**config.mk**
```make
export PLATFORM = sky130hd
export DESIGN_NAME = pheromone_evaporator
export DESIGN_NICKNAME = d
export VERILOG_FILES = /design/src/rtl/pheromone_evaporator_pkg.sv /design/src/rtl/pheromone_evaporator_decay.sv /design/src/rtl/pheromone_evaporator.sv
export SDC_FILE = /design/constraint.sdc
export NUM_CORES = 1
export LEC_CHECK = 0
export CORE_MARGIN = 1.5
export CORE_UTILIZATION = 40
export DETAILED_ROUTE_END_ITERATION = 10
export HOLD_SLACK_MARGIN = 0.05
export PLACE_DENSITY_LB_ADDON = 0.1
export REMOVE_ABC_BUFFERS = 1
export SYNTH_ARGS = -nofsm -noshare
export SYNTH_HDL_FRONTEND = slang
export SYNTH_SLANG_ARGS = --single-unit
export TNS_END_PERCENT = 5
```
**constraint.sdc**
```tcl
create_clock -name simClock -period 1.8 [get_ports simClock]
set_input_delay 0.36 -clock simClock [delete_from_list [all_inputs] [get_ports simClock]]
set_output_delay 0.36 -clock simClock [all_outputs]
set_load 0.02 [all_outputs]
```
**src/rtl/pheromone_evaporator_pkg.sv**
```systemverilog
// Shared world geometry, pheromone width and evaporator FSM state type.
package pheromone_evaporator_pkg;

    localparam int X_MAX  = 4;
    localparam int Y_MAX  = 4;
    localparam int X_bits = (X_MAX > 1) ? $clog2(X_MAX) : 1;
    localparam int Y_bits = (Y_MAX > 1) ? $clog2(Y_MAX) : 1;
    localparam int P_bits = 8;

    localparam logic [X_bits-1:0] X_LAST = X_bits'(X_MAX - 1);
    localparam logic [Y_bits-1:0] Y_LAST = Y_bits'(Y_MAX - 1);

    typedef enum logic [2:0] {
        IDLE,
        RD_REQ,
        RD_WAIT,
        WRITE,
        ADV,
        FINISH
    } evap_state_e;

endpackage

```
**src/rtl/pheromone_evaporator_decay.sv**
```systemverilog
// Combinational evaporation of one cell: p - max(p >> DECAY_SHIFT, 1), zero stays zero.
module pheromone_decay #(
    parameter int P_bits      = 8,
    parameter int DECAY_SHIFT = 3
) (
    input  logic [P_bits-1:0] p_in,
    output logic [P_bits-1:0] p_out
);

    logic [P_bits-1:0] frac;
    logic [P_bits-1:0] step;

    // step never exceeds p_in when p_in > 0, so the subtraction cannot wrap
    always_comb begin
        frac  = p_in >> DECAY_SHIFT;
        step  = (frac == '0) ? P_bits'(1) : frac;
        p_out = (p_in == '0) ? '0 : (p_in - step);
    end

endmodule

```
**src/rtl/pheromone_evaporator.sv**
```systemverilog
// Sweeps every world cell once per start: read, decay, write back, step the location stage.
module pheromone_evaporator
    import pheromone_evaporator_pkg::*;
#(
    parameter int DECAY_SHIFT = 3,
    parameter int P_bits      = pheromone_evaporator_pkg::P_bits
) (
    input  logic              simClock,
    input  logic              RESET_SIM_N,
    input  logic              start,
    input  logic [X_bits-1:0] curX,
    input  logic [Y_bits-1:0] curY,
    output logic              advance,
    output logic              rd_req,
    input  logic              rd_ready,
    input  logic              rd_valid,
    input  logic [P_bits-1:0] rd_data,
    output logic              wr_en,
    output logic [X_bits-1:0] wr_x,
    output logic [Y_bits-1:0] wr_y,
    output logic [P_bits-1:0] wr_data,
    output logic              busy,
    output logic              done,
    output logic [15:0]       sweep_count
);

    evap_state_e       state_q, state_d;
    logic [X_bits-1:0] x_q, x_d;
    logic [Y_bits-1:0] y_q, y_d;
    logic [P_bits-1:0] wr_data_q, wr_data_d;
    logic [15:0]       sweep_count_q, sweep_count_d;
    logic              rd_req_q, rd_req_d;
    logic              wr_en_q, wr_en_d;
    logic              advance_q, advance_d;
    logic              done_q, done_d;
    logic              busy_q, busy_d;
    logic [P_bits-1:0] decayed;

    pheromone_decay #(
        .P_bits      (P_bits),
        .DECAY_SHIFT (DECAY_SHIFT)
    ) u_decay (
        .p_in  (rd_data),
        .p_out (decayed)
    );

    always_comb begin
        state_d       = state_q;
        x_d           = x_q;
        y_d           = y_q;
        wr_data_d     = wr_data_q;
        sweep_count_d = sweep_count_q;

        unique case (state_q)
            IDLE: begin
                if (start) begin
                    state_d = RD_REQ;
                end
            end
            RD_REQ: begin
                if (rd_ready) begin
                    x_d     = curX;
                    y_d     = curY;
                    state_d = RD_WAIT;
                end
            end
            RD_WAIT: begin
                // decay is taken straight off rd_data so wr_data leaves a flop
                if (rd_valid) begin
                    wr_data_d = decayed;
                    state_d   = WRITE;
                end
            end
            WRITE: begin
                state_d = ADV;
            end
            ADV: begin
                if ((x_q == X_LAST) && (y_q == Y_LAST)) begin
                    state_d       = FINISH;
                    sweep_count_d = sweep_count_q + 16'd1;
                end else begin
                    state_d = RD_REQ;
                end
            end
            FINISH: begin
                state_d = IDLE;
            end
            default: begin
                state_d = IDLE;
            end
        endcase

        // Strobes are decoded from the next state so every output is a flop.
        rd_req_d  = (state_d == RD_REQ);
        wr_en_d   = (state_d == WRITE);
        advance_d = (state_d == ADV);
        done_d    = (state_d == FINISH);
        busy_d    = (state_d != IDLE);
    end

    always_ff @(posedge simClock or negedge RESET_SIM_N) begin
        if (!RESET_SIM_N) begin
            state_q       <= IDLE;
            x_q           <= '0;
            y_q           <= '0;
            wr_data_q     <= '0;
            sweep_count_q <= '0;
            rd_req_q      <= 1'b0;
            wr_en_q       <= 1'b0;
            advance_q     <= 1'b0;
            done_q        <= 1'b0;
            busy_q        <= 1'b0;
        end else begin
            state_q       <= state_d;
            x_q           <= x_d;
            y_q           <= y_d;
            wr_data_q     <= wr_data_d;
            sweep_count_q <= sweep_count_d;
            rd_req_q      <= rd_req_d;
            wr_en_q       <= wr_en_d;
            advance_q     <= advance_d;
            done_q        <= done_d;
            busy_q        <= busy_d;
        end
    end

    assign rd_req      = rd_req_q;
    assign wr_en       = wr_en_q;
    assign advance     = advance_q;
    assign done        = done_q;
    assign busy        = busy_q;
    assign wr_x        = x_q;
    assign wr_y        = y_q;
    assign wr_data     = wr_data_q;
    assign sweep_count = sweep_count_q;

endmodule

```
==> metrics <==
fillers 345; Vias 1491; number of CTS-inserted buffers 5; async set-reset flop share out of synthesis 100%; pwr dens 1060 nW/um^2; Critical Path Source Type input pin; FMAX 0.523 GHz; Max Cap Viol 0; Hold Path Class in2reg; total grt overflow 0; CTS tree yes; CP Capture Type flop; Row Count 24; VDD IR max 0.576 mV; Initial Util 41.3%; Final WS setup -111 ps; htree depth 2; top-level I/O count 50; drt drc 0; pin count of the biggest net entering global routing 37; routed wl met3 176 um; crit-path max FO 2; number of DRC violations after detailed-routing iteration 0 42; Die ar. 4840 um^2; Rel. slew slack 69.4%; die width 69.6 um; Internal 0.00190 W; root buf cell clkbuf_8; most frequent cell after synthesis dfrtp_1; reg-to-reg slack, setup 200 ps; Post-DRT Antenna Nets 0; WL per Instance 13.6 um; EDFF count, synth 0; synthesis-stage register bit count 36; Clock Sinks 36; PortBufs 49; Final period util 106%; met2 WL post-DR 2.00 mm; distinct cell type count after synthesis 39; routability cong. 0.924; vias in the first global route 1512; n_diodes 0; Design Power 0.00288 W; WL met1 1.75 mm; Post-DP HPWL 2.89 mm; Setup Skew 3.52 ps; crit-path leading delay family compound AO/OA/AOI/OAI gates; Slew @ Worst Pin 458 ps; Avg Inst Size Synth 10.9 um^2; initial antenna violation count 0; Setup WS pre-CTS -944 ps; CTS clk-pin slew, worst paths 70 ps; Final setup viols 3; Synth Cell Area 1770 um^2; crit path time final 1910 ps; Die H 69.6 um; Seq/Total Area, Yosys 50.8%; Post-synth top cells dfrtp_1 (36), nor2_1 (18), nand2_1 (13); CP arrival 2080 ps; failing checks setup timing; top-area cell type share of the netlist area 50.8%; Clk network pwr share 20.1%; layout cells sized above 1 26.7%; status finished with violations; Seq pwr share 40.3%; first-pass iteration count of the detailed router 4; core area 4290 um^2; clk_lat worst skew 280 ps; global-route wire length before repair 6.71 mm; drt total wl 4.02 mm; Yosys warning total 0; Switching Share 34.2%; Leakage 1.25 nW; hold buffers post-CTS 0; CP required 1970 ps; Clock Path Buffers 2; vias per cell 5.05; CP Class in2reg; Synth Flop Type dfrtp_1; NetSw 0.000985 W; Layout Nets 267; RSZ-0062 raised after global routing yes; footprint of the multi-input gates 931 um^2; GRT Total Usage 17.6%; area delta synth->final 53.2%; CP max stage cell fa_2; Comb pwr share 39.7%; area leader, netlist dfrtp_1; register area 901 um^2; cell count after synthesis 163; crit path cell chain buf_8, nor4_4, or2_4, ha_4, inv_2, fa_2, buf_4, a21o_1, a211oi_4, o31ai_4; CP bufs+invs 3; top cells by area, synth dfrtp_1 (51%), ha_1 (4.9%), xnor2_1 (4.4%); Min Hold Slack 435 ps; uppermost layer routed met4; final hold violations 0; Slew Limit Fails 0; CP max stage delay 350 ps
-- cell usage in the layout, fill, tap and decap left out, types with 3 or more instances in the layout --
cell type        Yosys  final
inv_1               11      9
ha_1                 7      5
mux2_2               5      5
nor2_1              18     17
a21oi_1              4      3
nand4_1              5      5
xnor2_1              9      8
o21ai_0              9      7
clkbuf_8             0      6
xor2_1               9      9
nand2_1             13     13
dfrtp_1             36     36
buf_4                0     25
clkdlybuf4s50_1      0     41
nand3_1              5      5
-- worst register-to-register path, stage by stage (launching register included) --
cell,delay (ps)
dfrtp_1,460
nand4bb_1,280
a21oi_1,280
inv_1,90
buf_4,170
o31ai_4,230
-- state kept, by name (all words and copies together) (netlist names) --
signal	count
sweep_count	16
busy	1
wr_y	2
wr_en	1
done	1
wr_data	8
state_q	3
rd_req	1
advance	1
wr_x	2
-- timing repair --
item / in CTS / in global routing
resized for setup: 36 / 11
hold endpoints to repair: 0 / 0
buffers inserted: 3 / 1
endpoints found under the setup margin: 8 / 4
pin swaps: 11 / 11
-- layer usage --
metal	vias up	GRT usage (%)
met3	8	4.94
met5	-	0
li1	719	-
met1	723	20.4
met4	0	6.75
met2	41	30.7
-- metrics by stage --
stage               cells  util [%]  area [um^2]  TNS [ps]
detailed placement    283      57.6         2470     -4930
floorplan             161         -         1760      -571
global route          295      63.2         2710      -598
global placement      283      57.6         2470     -4210
finish                295      63.2         2710      -309
CTS                   294      61.7         2650      -420
-- worst paths after layout --
check / start / end / cells after the start
min in group asynchronous: RESET_SIM_N / wr_x[1] / 2
worst max-delay path: rd_data[6] / wr_data[4] / 10
max in group asynchronous: RESET_SIM_N / sweep_count[10] / 2
worst min-delay path: rd_data[7] / wr_data[7] / 3
worst min register to register: sweep_count[15] / sweep_count[15] / 1
worst max register to register: state_q[2] / wr_data[4] / 5
-- power groups by stage --
stage | Combinational [W] | Sequential, W | Clock [W]
6_report | 0.00114 | 0.00116 | 0.000579
3_5_place_dp | 0.00107 | 0.00118 | 0
4_1_cts | 0.00111 | 0.00116 | 0.000596
2_1_floorplan | 0.000343 | 0.00136 | 0
3_3_place_gp | 0.00106 | 0.00117 | 0
5_1_grt | 0.00122 | 0.00119 | 0.000637
-- area by class of cell --
class | instances | area share [%]
flip-flops and latches | 36 | 33.2
well taps | 52 | 2.40
inverters | 11 | 1.52
clock buffers | 6 | 3.04
clock inverters | 2 | 0.369
repair buffers | 74 | 25.2
multi-input cells | 114 | 34.3
-- cells by family (layout without fill, tap and decap cells) --
group / after synthesis / in the layout / share of synthesized area, %
and+or+nand+nor: 59 / 59 / 19.3
DFF: 36 / 36 / 50.8
adders and majority gates: 8 / 8 / 6.07
AOI/OAI and AO/OA: 24 / 24 / 8.83
buffers and inverters: 13 / 93 / 2.90
xor gates and xnor gates: 18 / 18 / 8.90
muxes: 5 / 5 / 3.18
No activity file was read; power rests on OpenSTA's default activity.
